### src/rtl/regfile_pkg.sv
// Shared definitions for the register-file writeback path.
package regfile_pkg;

   localparam int unsigned REG_N = 32;
   localparam int unsigned REG_R = 5;

   // Register 0 is hard-wired to zero and never written.
   localparam logic [REG_R-1:0] REG_ZERO = '0;

   typedef enum logic {IDLE, WRITE} wb_state_t;

endpackage

### src/rtl/rr_picker.sv
// Round-robin picker: first valid requester searching upward from rr_ptr, wrapping to 0.
// Purely combinational so it can be shared with other port arbiters.
module rr_picker #(
   parameter int unsigned NREQ = 4
) (
   input  logic [NREQ-1:0]         valid,
   input  logic [$clog2(NREQ)-1:0] rr_ptr,
   output logic [NREQ-1:0]         grant,
   output logic [$clog2(NREQ)-1:0] idx,
   output logic                    any_valid
);

   localparam int unsigned IDW = $clog2(NREQ);

   // Scan NREQ slots starting at rr_ptr; the first valid one wins.
   always_comb begin
      grant     = '0;
      idx       = '0;
      any_valid = 1'b0;
      for (int unsigned off = 0; off < NREQ; off++) begin
         if (!any_valid && valid[(32'(rr_ptr) + off) % NREQ]) begin
            grant[(32'(rr_ptr) + off) % NREQ] = 1'b1;
            idx       = IDW'((32'(rr_ptr) + off) % NREQ);
            any_valid = 1'b1;
         end
      end
   end

endmodule

### src/rtl/regfile_wb_arbiter.sv
// Round-robin arbiter owning the register file's single write port (we3/wa3/wd3).
// Optional write forwarding to the read ports is enabled by defining REGFILE_WB_FWD_EN.
module regfile_wb_arbiter
   import regfile_pkg::*;
#(
   parameter int unsigned NREQ = 4,
   parameter int unsigned n    = REG_N,
   parameter int unsigned r    = REG_R
) (
   input  logic                     clk,
   input  logic                     rst_n,
   input  logic                     hold,
   input  logic [NREQ-1:0]          req_valid,
   input  logic [NREQ-1:0][r-1:0]   req_addr,
   input  logic [NREQ-1:0][n-1:0]   req_data,
   output logic [NREQ-1:0]          req_ready,
   output logic                     we3,
   output logic [r-1:0]             wa3,
   output logic [n-1:0]             wd3,
   output logic [$clog2(NREQ)-1:0]  grant_id,
   input  logic [r-1:0]             byp_ra1,
   input  logic [r-1:0]             byp_ra2,
   output logic                     byp_hit1,
   output logic                     byp_hit2,
   output logic [n-1:0]             byp_wd
);

   localparam int unsigned IDW = $clog2(NREQ);

   wb_state_t        state;
   logic [IDW-1:0]   rr_ptr;
   logic [NREQ-1:0]  win_grant;
   logic [IDW-1:0]   win_idx;
   logic             any_valid;
   logic             xfer;
   logic [r-1:0]     win_addr;
   logic [n-1:0]     win_data;

   rr_picker #(
      .NREQ (NREQ)
   ) u_picker (
      .valid     (req_valid),
      .rr_ptr    (rr_ptr),
      .grant     (win_grant),
      .idx       (win_idx),
      .any_valid (any_valid)
   );

   assign xfer     = any_valid && !hold && rst_n;
   assign win_addr = req_addr[win_idx];
   assign win_data = req_data[win_idx];

   // Grant is combinational and suppressed during hold and reset.
   always_comb begin
      req_ready = '0;
      if (!hold && rst_n) req_ready = win_grant;
   end

   // Write-port FSM: capture the winner, advance the pointer, and write for one cycle.
   always_ff @(posedge clk or negedge rst_n) begin
      if (!rst_n) begin
         state    <= IDLE;
         wa3      <= '0;
         wd3      <= '0;
         grant_id <= '0;
         rr_ptr   <= '0;
      end else if (xfer) begin
         wa3      <= win_addr;
         wd3      <= win_data;
         grant_id <= win_idx;
         rr_ptr   <= (win_idx == IDW'(NREQ - 1)) ? '0 : win_idx + 1'b1;
         // A write to register 0 is accepted but never reaches the regfile.
         state    <= (win_addr != r'(REG_ZERO)) ? WRITE : IDLE;
      end else begin
         state    <= IDLE;
      end
   end

   assign we3 = (state == WRITE);

`ifdef REGFILE_WB_FWD_EN
   // Expose the staged write to readers one cycle before the regfile stores it.
   assign byp_hit1 = we3 && (wa3 == byp_ra1) && (byp_ra1 != r'(REG_ZERO));
   assign byp_hit2 = we3 && (wa3 == byp_ra2) && (byp_ra2 != r'(REG_ZERO));
   assign byp_wd   = wd3;
`else
   logic unused_byp;
   assign unused_byp = ^{byp_ra1, byp_ra2};
   assign byp_hit1   = 1'b0;
   assign byp_hit2   = 1'b0;
   assign byp_wd     = '0;
`endif

endmodule
### config.mk
export PLATFORM = sky130hd
export DESIGN_NAME = regfile_wb_arbiter
export DESIGN_NICKNAME = d
export VERILOG_FILES = /design/src/rtl/regfile_pkg.sv /design/src/rtl/rr_picker.sv /design/src/rtl/regfile_wb_arbiter.sv
export SDC_FILE = /design/constraint.sdc
export NUM_CORES = 1
export LEC_CHECK = 0
export CAP_MARGIN = 40
export CORE_UTILIZATION = 34
export CTS_CLUSTER_DIAMETER = 120
export DETAILED_ROUTE_END_ITERATION = 8
export PLACE_DENSITY = 0.88
export SYNTH_ARGS = -nofsm -noshare
export SYNTH_HDL_FRONTEND = slang
export SYNTH_HIERARCHICAL = 1
export SYNTH_SLANG_ARGS = --single-unit
### constraint.sdc
create_clock -name clk -period 3.65 [get_ports clk]
set_input_delay 0.5475 -clock clk [delete_from_list [all_inputs] [get_ports clk]]
set_output_delay 0.5475 -clock clk [all_outputs]
set_load 0.03 [all_outputs]
==> metrics.md, run 1 <==
| Metric | Value |
|---|---|
| Status | finished, violations left |
| Failing checks | DRC |
| Multi-input gate area | about 0.0019 sq mm |
| DR pass1 iterations | 9 |
| Post-Layout Inst Area | around 0.0053 sq mm |
| Register area | between 0.001 and 0.0015 sq mm |
| PwrDens | around 890 mW/mm^2 |
| Clock-pin slew on the worst setup and hold paths | 0.09 ns |
| PortBufs | a little under 200 |
| Worst IR drop on VDD | approximately 0.35 mV |
| Initial antenna violation count | 0 |
| Buf+Inv Stages, Crit Path | 3 |
| Initial drt markers | just over 80 |
| Sequential share of the synthesized area | 33.3% |
| Top-level port count | 243 |
| Fill cell count | between 700 and 800 |
| RSZ-0062 raised after global routing | false |
| TritonCTS clock tree | built |
| Post-Synth Simple-Gate Area | 3.96% |
| Share of cells above drive strength 1 | 25.1% |
| GP Congestion | ~0.84 |
| Pin count of the biggest net entering global routing | 44 |
| Post-synth top flop | dfrtp_1 |
| Number of synthesized register bits | 42 |
| Post-DP HPWL | 7650 microns |
| Main combinational cell family by area after synthesis | multiplexers |
| Yosys cell types | 29 |
| CP peak stage delay | about 0.57 ns |
| Core ar. | slightly below 0.009 sq mm |
| Clock Latency Late Sink | roughly 0.30 ns |
| Async SR Flop Fraction | 100% |
| Clock period minus worst slack | 3.43 ns |
| Hold Path Class | in -> async |
| Drt wl/cell | ~17 microns |
| Antenna cells | 0 |
| Fin. Hold Viols | 0 |
| Vias in the first global route | roughly 2900 |
| Post-Place Cell Area | ~0.0052 sq mm |
| Post-layout util | approximately 60% |
| Total gr overflow | 0 |
| Initial Utilization | a little over a third |
| CTS sink count | between 40 and 50 |
| Max Freq | slightly below 300 MHz |
| Crit path DAT | 2.88 ns |
| Post-synth EDFFs | 0 |
| Most frequent cell after synthesis | dfrtp_1 |
| H-tree levels | 2 |
| CTS buffer count | 5 |
| Hold-fix buffers, CTS | 0 |
| Mux share of post-synthesis cell area | between 40 and 50% |
| Area delta synth->final | 68.4% |
| Vias per std cell | between 4 and 5 |
| Kind of cell adding the most delay to the critical path | buffers and inverters |
| CP Capture Type | output port |
| Top cells by area, synth | dfrtp_1, mux4_2, mux2_2 |
| Die area | 0.00969 sq mm |
| Residual DRC | 7 |
| Nets | a little under 600 |
| Clock buffer depth | 2 |
| Total GRT Usage | between 10% and 20% |
| XOR/XNOR share of the synthesized area | 0% |
| First-pass GRT wire length | around 14000 microns |
| Crit path max fanout | 6 |
| Static leakage | 2.15 nW |
| Max_slew headroom | 62.9% |
| Compound-Gate Fraction of Synth Area | about 4.2% |
| Worst-Margin Slew | approximately 0.56 ns |
| Setup CP Type | in -> out |
| Mapped cell area | between 0.003 and 0.004 sq mm |
| Crit-path slowest cell | mux4_2 |
| Routed Wire Length | 9130 microns |
| Die Height | 98.4 microns |
| Clock tree root driver cell | clkbuf_8 |
| Share of the clock period used by the worst path | 93.9% |
| Synth cell count leaders | dfrtp_1, mux2_2, mux4_2 |
| Synth warn | 6 |
| Width of the chip | around 98 microns |
| Fin. max-slew vios | 0 |
| Final Skew | 0.0162 ns |
| Syn_area_per_cell | 14.2 sq um |
| Antenna-violating nets left | 0 |
| Largest area contributor in the netlist | dfrtp_1 |
| FP Rows | 34 |
| Max cap viols | 0 |
| Endpoints failing setup | 0 |
| Worst setup SP type | input port |
| Crit-path cells | clkdlybuf4s50_1 -> mux4_2 -> nor4b_4 -> buf_4 -> a22oi_1 -> o21ai_0 -> and2_1 -> dlygate4sd2_1 |
| Via Count | 2652 |
| Post-synthesis adder-cell area fraction | between 2 and 2.5% |
| Worst Path Required | between 3 and 4 ns |
| Syn Inst Count | between 200 and 250 |
| Synth top area share | between 30% and 40% |
## flip-flops by register name, summed over array words and instances (netlist names)
signal    count
grant_id      2
rr_ptr        2
wa3           5
wd3          32
we3           1
## placed cells by master (no fill, tap or decap), types with 3 or more instances in the layout
cell and count:
and2_1 4, o21ai_0 5, inv_1 3, conb_1 34, ha_1 6, dfrtp_1 42
nor2_1 4, clkbuf_8 5, mux2_2 41, buf_4 11, clkdlybuf4s50_1 193, dlymetal6s2s_1 3
mux4_2 40, a22oi_1 8
## repair_timing
action,in CTS,in global routing
buffers inserted,0,2
resized for setup,1,4
cloned,0,0
endpoints found under the setup margin,1,3
pin swaps,0,1
## worst register-to-register path, stage by stage, from the launching register on
cell and delay (ns):
dfrtp_1 0.44, inv_1 0.09, ha_1 0.37, mux4_2 0.39, and2b_2 0.30, o21ai_0 0.15, o31ai_4 0.13, buf_4 0.43
mux4_2 0.59, mux2_2 0.27
## stage by stage
stage | hold WS, ns | total power [mW] | std cells | setup TNS [ns] | setup slack, ns
global route | 0.429 | 5.04 | 534 | 0 | 0.125
global placement | 0.489 | 4.25 | 524 | 0 | 0.0329
detailed placement | 0.493 | 4.35 | 524 | -0.626 | -0.0598
CTS | 0.397 | 4.80 | 532 | 0 | 0.00820
floorplan | 0.252 | 3.26 | 256 | 0 | 0.539
finish | 0.391 | 4.74 | 534 | 0 | 0.222
## power breakdown
part / switching (mW) / internal [mW] / total [mW]
combinational: 1.63 / 1.83 / 3.47
sequential: 0.123 / 0.708 / 0.831
clock: 0.169 / 0.274 / 0.444
total: 1.93 / 2.82 / 4.74
## cells by family after synthesis
| group | count (synthesis) |
|---|---|
| other cells | 1 |
| simple gates | 19 |
| flops | 42 |
| fa+ha+maj | 6 |
| buf+inv | 52 |
| compound gates | 19 |
| mux | 84 |
## worst paths after layout
check,start,endpoint,slack [ns],depth (start not counted)
hold / removal,rst_n,wd3[7]$_DFFE_PN0P_,0.39,2
setup / recovery,req_valid[3],req_ready[0],0.22,8
hold reg to reg,wd3[29]$_DFFE_PN0P_,wd3[29]$_DFFE_PN0P_,0.51,1
min in group clk,wd3[29]$_DFFE_PN0P_,wd3[29]$_DFFE_PN0P_,0.51,1
setup reg to reg,rr_ptr[0]$_DFFE_PN0P_,wa3[1]$_DFFE_PN0P_,0.38,9
max in group asynchronous,rst_n,wd3[20]$_DFFE_PN0P_,2.87,2
## routing by layer
layer,track usage [%],vias to the layer above,wire [microns]
met4,5.28,0,150
li1,-,1205,-
met2,38.5,130,5260
met3,3.90,12,533
met1,20.7,1305,3180
met5,0,-,0
## area by class of cell
class	instances	area share, %
Clock inverter	3	1.29
Tap cell	108	2.54
Multi-Input combinational cell	162	35.4
Sequential cell	42	19.7
Inverter	3	0.212
Clock buffer	5	1.29
Timing Repair Buffer	211	39.6
No activity file was read; power rests on OpenSTA's default activity.
==> run 2: changes to the inputs <==
CAP_MARGIN = 30   (was 40)
CORE_ASPECT_RATIO = 1.1   (was default)
==> run 2 against run 1 <==
  * The flow now finishes without violations
  * Sequential power fell by 0.6%
  * Sequential share of layout area increased by 0.17 points
  * Count of clock-buffer cells in the layout rose by 1
  * Total power fell by 2.7%
  * Worst setup slack better by 0.056 ns
  * Non-clock buffer count decreased by 3
  * Via count down 0.60%
  * Final area shrank 0.87%
  * First-iteration DRC count fell by 9.9%
  * Clock skew shrank 0.0063 ns
  * Die area about the same
  * Register-to-register slack improved by 0.07 ns
==> metrics.md, run 2 (synthesized netlist as in run 1, its figures left out) <==
| Metric | Value |
|---|---|
| Status | finished clean |
| Worst IR drop on VDD | about 0.47 mV |
| Largest Register | wd3 |
| GP Congestion | ~0.83 |
| H-tree levels | 2 |
| Top-level port count | 243 |
| Hold Path Class | in -> async |
| Drt wl/cell | 16.6 microns |
| CTS buffer count | 5 |
| Die Height | roughly 100 microns |
| First-pass GRT wire length | about 14000 microns |
| PortBufs | ~200 |
| Post-DP HPWL | roughly 7400 microns |
| Max Freq | about 300 MHz |
| FP Rows | 36 |
| Share of the clock period used by the worst path | between 90% and 100% |
| Die area | 0.00969 sq mm |
| Worst setup SP type | input port |
| Vias in the first global route | between 2000 and 3000 |
| Width of the chip | ~94 microns |
| Max cap viols | 0 |
| Nets | 593 |
| Residual DRC | 0 |
| Inst Count DP | ~530 |
| Post-Place Cell Area | approximately 0.0052 sq mm |
| Worst Path Required | 3.10 ns |
| Static leakage | between 2 and 2.5 nW |
| PwrDens | a little under 900 mW/mm^2 |
| Pin count of the biggest net entering global routing | 44 |
| Clock buffer depth | 2 |
| Initial antenna violation count | 1 |
| Most common cell after layout, fill and taps aside | clkdlybuf4s50_1 |
| Initial drt markers | 73 |
| Fin. Hold Viols | 0 |
| Setup CP Type | in -> out |
| Layout Cells excl Fill | around 540 |
| Crit path DAT | 2.82 ns |
| RSZ-0062 raised after global routing | false |
| CTS sink count | 42 |
| Top Registers | wd3 (32), wa3 (5) |
| Pwr Total | between 4 and 5 mW |
| Vias per std cell | 4.90 |
| Clock period minus worst slack | around 3.4 ns |
| Max reg flops | 32 |
| Core ar. | between 0.008 and 0.009 sq mm |
| Routed Wire Length | about 9000 microns |
| Clock Latency Late Sink | 0.29 ns |
| Initial Utilization | about a third |
| Worst-Margin Slew | just over 0.6 ns |
| Antenna-violating nets left | 0 |
| Area delta synth->final | 67.0% |
| Max_slew headroom | between 50 and 60% |
| TritonCTS clock tree | built |
| Via Count | between 2000 and 3000 |
| CP Capture Type | output port |
| Final Skew | between 0.009 and 0.01 ns |
| Total GRT Usage | between 10% and 20% |
| Total gr overflow | 0 |
| Crit path max fanout | 7 |
| Share of cells above drive strength 1 | around 24% |
| Clock-pin slew on the worst setup and hold paths | 0.08 ns |
| Post-Layout Inst Area | between 0.005 and 0.006 sq mm |
| Endpoints failing setup | 0 |
| Clock tree root driver cell | clkbuf_8 |
| Fin. max-slew vios | 0 |
| DR pass1 iterations | 4 |
| Most frequent cells in the layout | clkdlybuf4s50_1, dfrtp_1, mux2_2 |
[run 2: final timing paths]
path	startpoint	to	cells past startpoint	slack, ns
min	rst_n	wd3[4]$_DFFE_PN0P_	2	0.37
max	req_valid[2]	req_ready[2]	7	0.28
max in group asynchronous	rst_n	rr_ptr[1]$_DFFE_PN0P_	2	2.90
min reg2reg	wd3[14]$_DFFE_PN0P_	wd3[14]$_DFFE_PN0P_	1	0.51
min in group clk	wd3[14]$_DFFE_PN0P_	wd3[14]$_DFFE_PN0P_	1	0.51
max reg2reg	rr_ptr[1]$_DFFE_PN0P_	wd3[13]$_DFFE_PN0P_	9	0.45
[run 2: through the flow]
step	setup TNS [ns]	hold slack, ns	util (%)	setup WS, ns
6_report	0	0.366	58.9	0.278
5_1_grt	0	0.427	58.8	0.147
4_1_cts	0	0.398	58.7	0.0158
3_5_place_dp	-0.0110	0.493	57.8	-0.00769
3_3_place_gp	0	0.489	57.8	0.107
2_1_floorplan	0	0.252	-	0.539
[run 2: power breakdown]
part           switching, mW  leakage [nW]  internal [mW]
Clock                  0.160        0.0452          0.135
Sequential             0.118         0.497          0.709
Combinational           1.64          1.56           1.85
[run 2: cell type report]
type | count | area, sq um
clock inverter | 2 | 13.8
antenna | 1 | 2.50
tap | 114 | 143
fill | 704 | 3690
multi-input combinational | 162 | 1880
timing repair buffer | 208 | 2100
sequential | 42 | 1050
clock buffer | 6 | 72.6
inverter | 3 | 11.3
[run 2: worst max-delay path, cell delays in order]
cell and delay [ns]:
clkdlybuf4s50_1 0.49, mux4_2 0.60, nor4b_4 0.41, a22oi_1 0.11, o21ai_0 0.11, and2_1 0.15, dlygate4sd2_1 0.40
[run 2: routing by layer]
layer  global-route usage [%]  part of all wire (%)
met1                     19.7                    34
met2                     37.4                    58
met3                     4.79                   6.9
met4                     4.85                   1.4
met5                        0                     0
[run 2: timing repair]
item,in CTS,in global routing
pin swaps,0,0
setup endpoints to repair,2,1
hold buffers,0,0
gates resized for setup,4,1
setup buffers,0,2
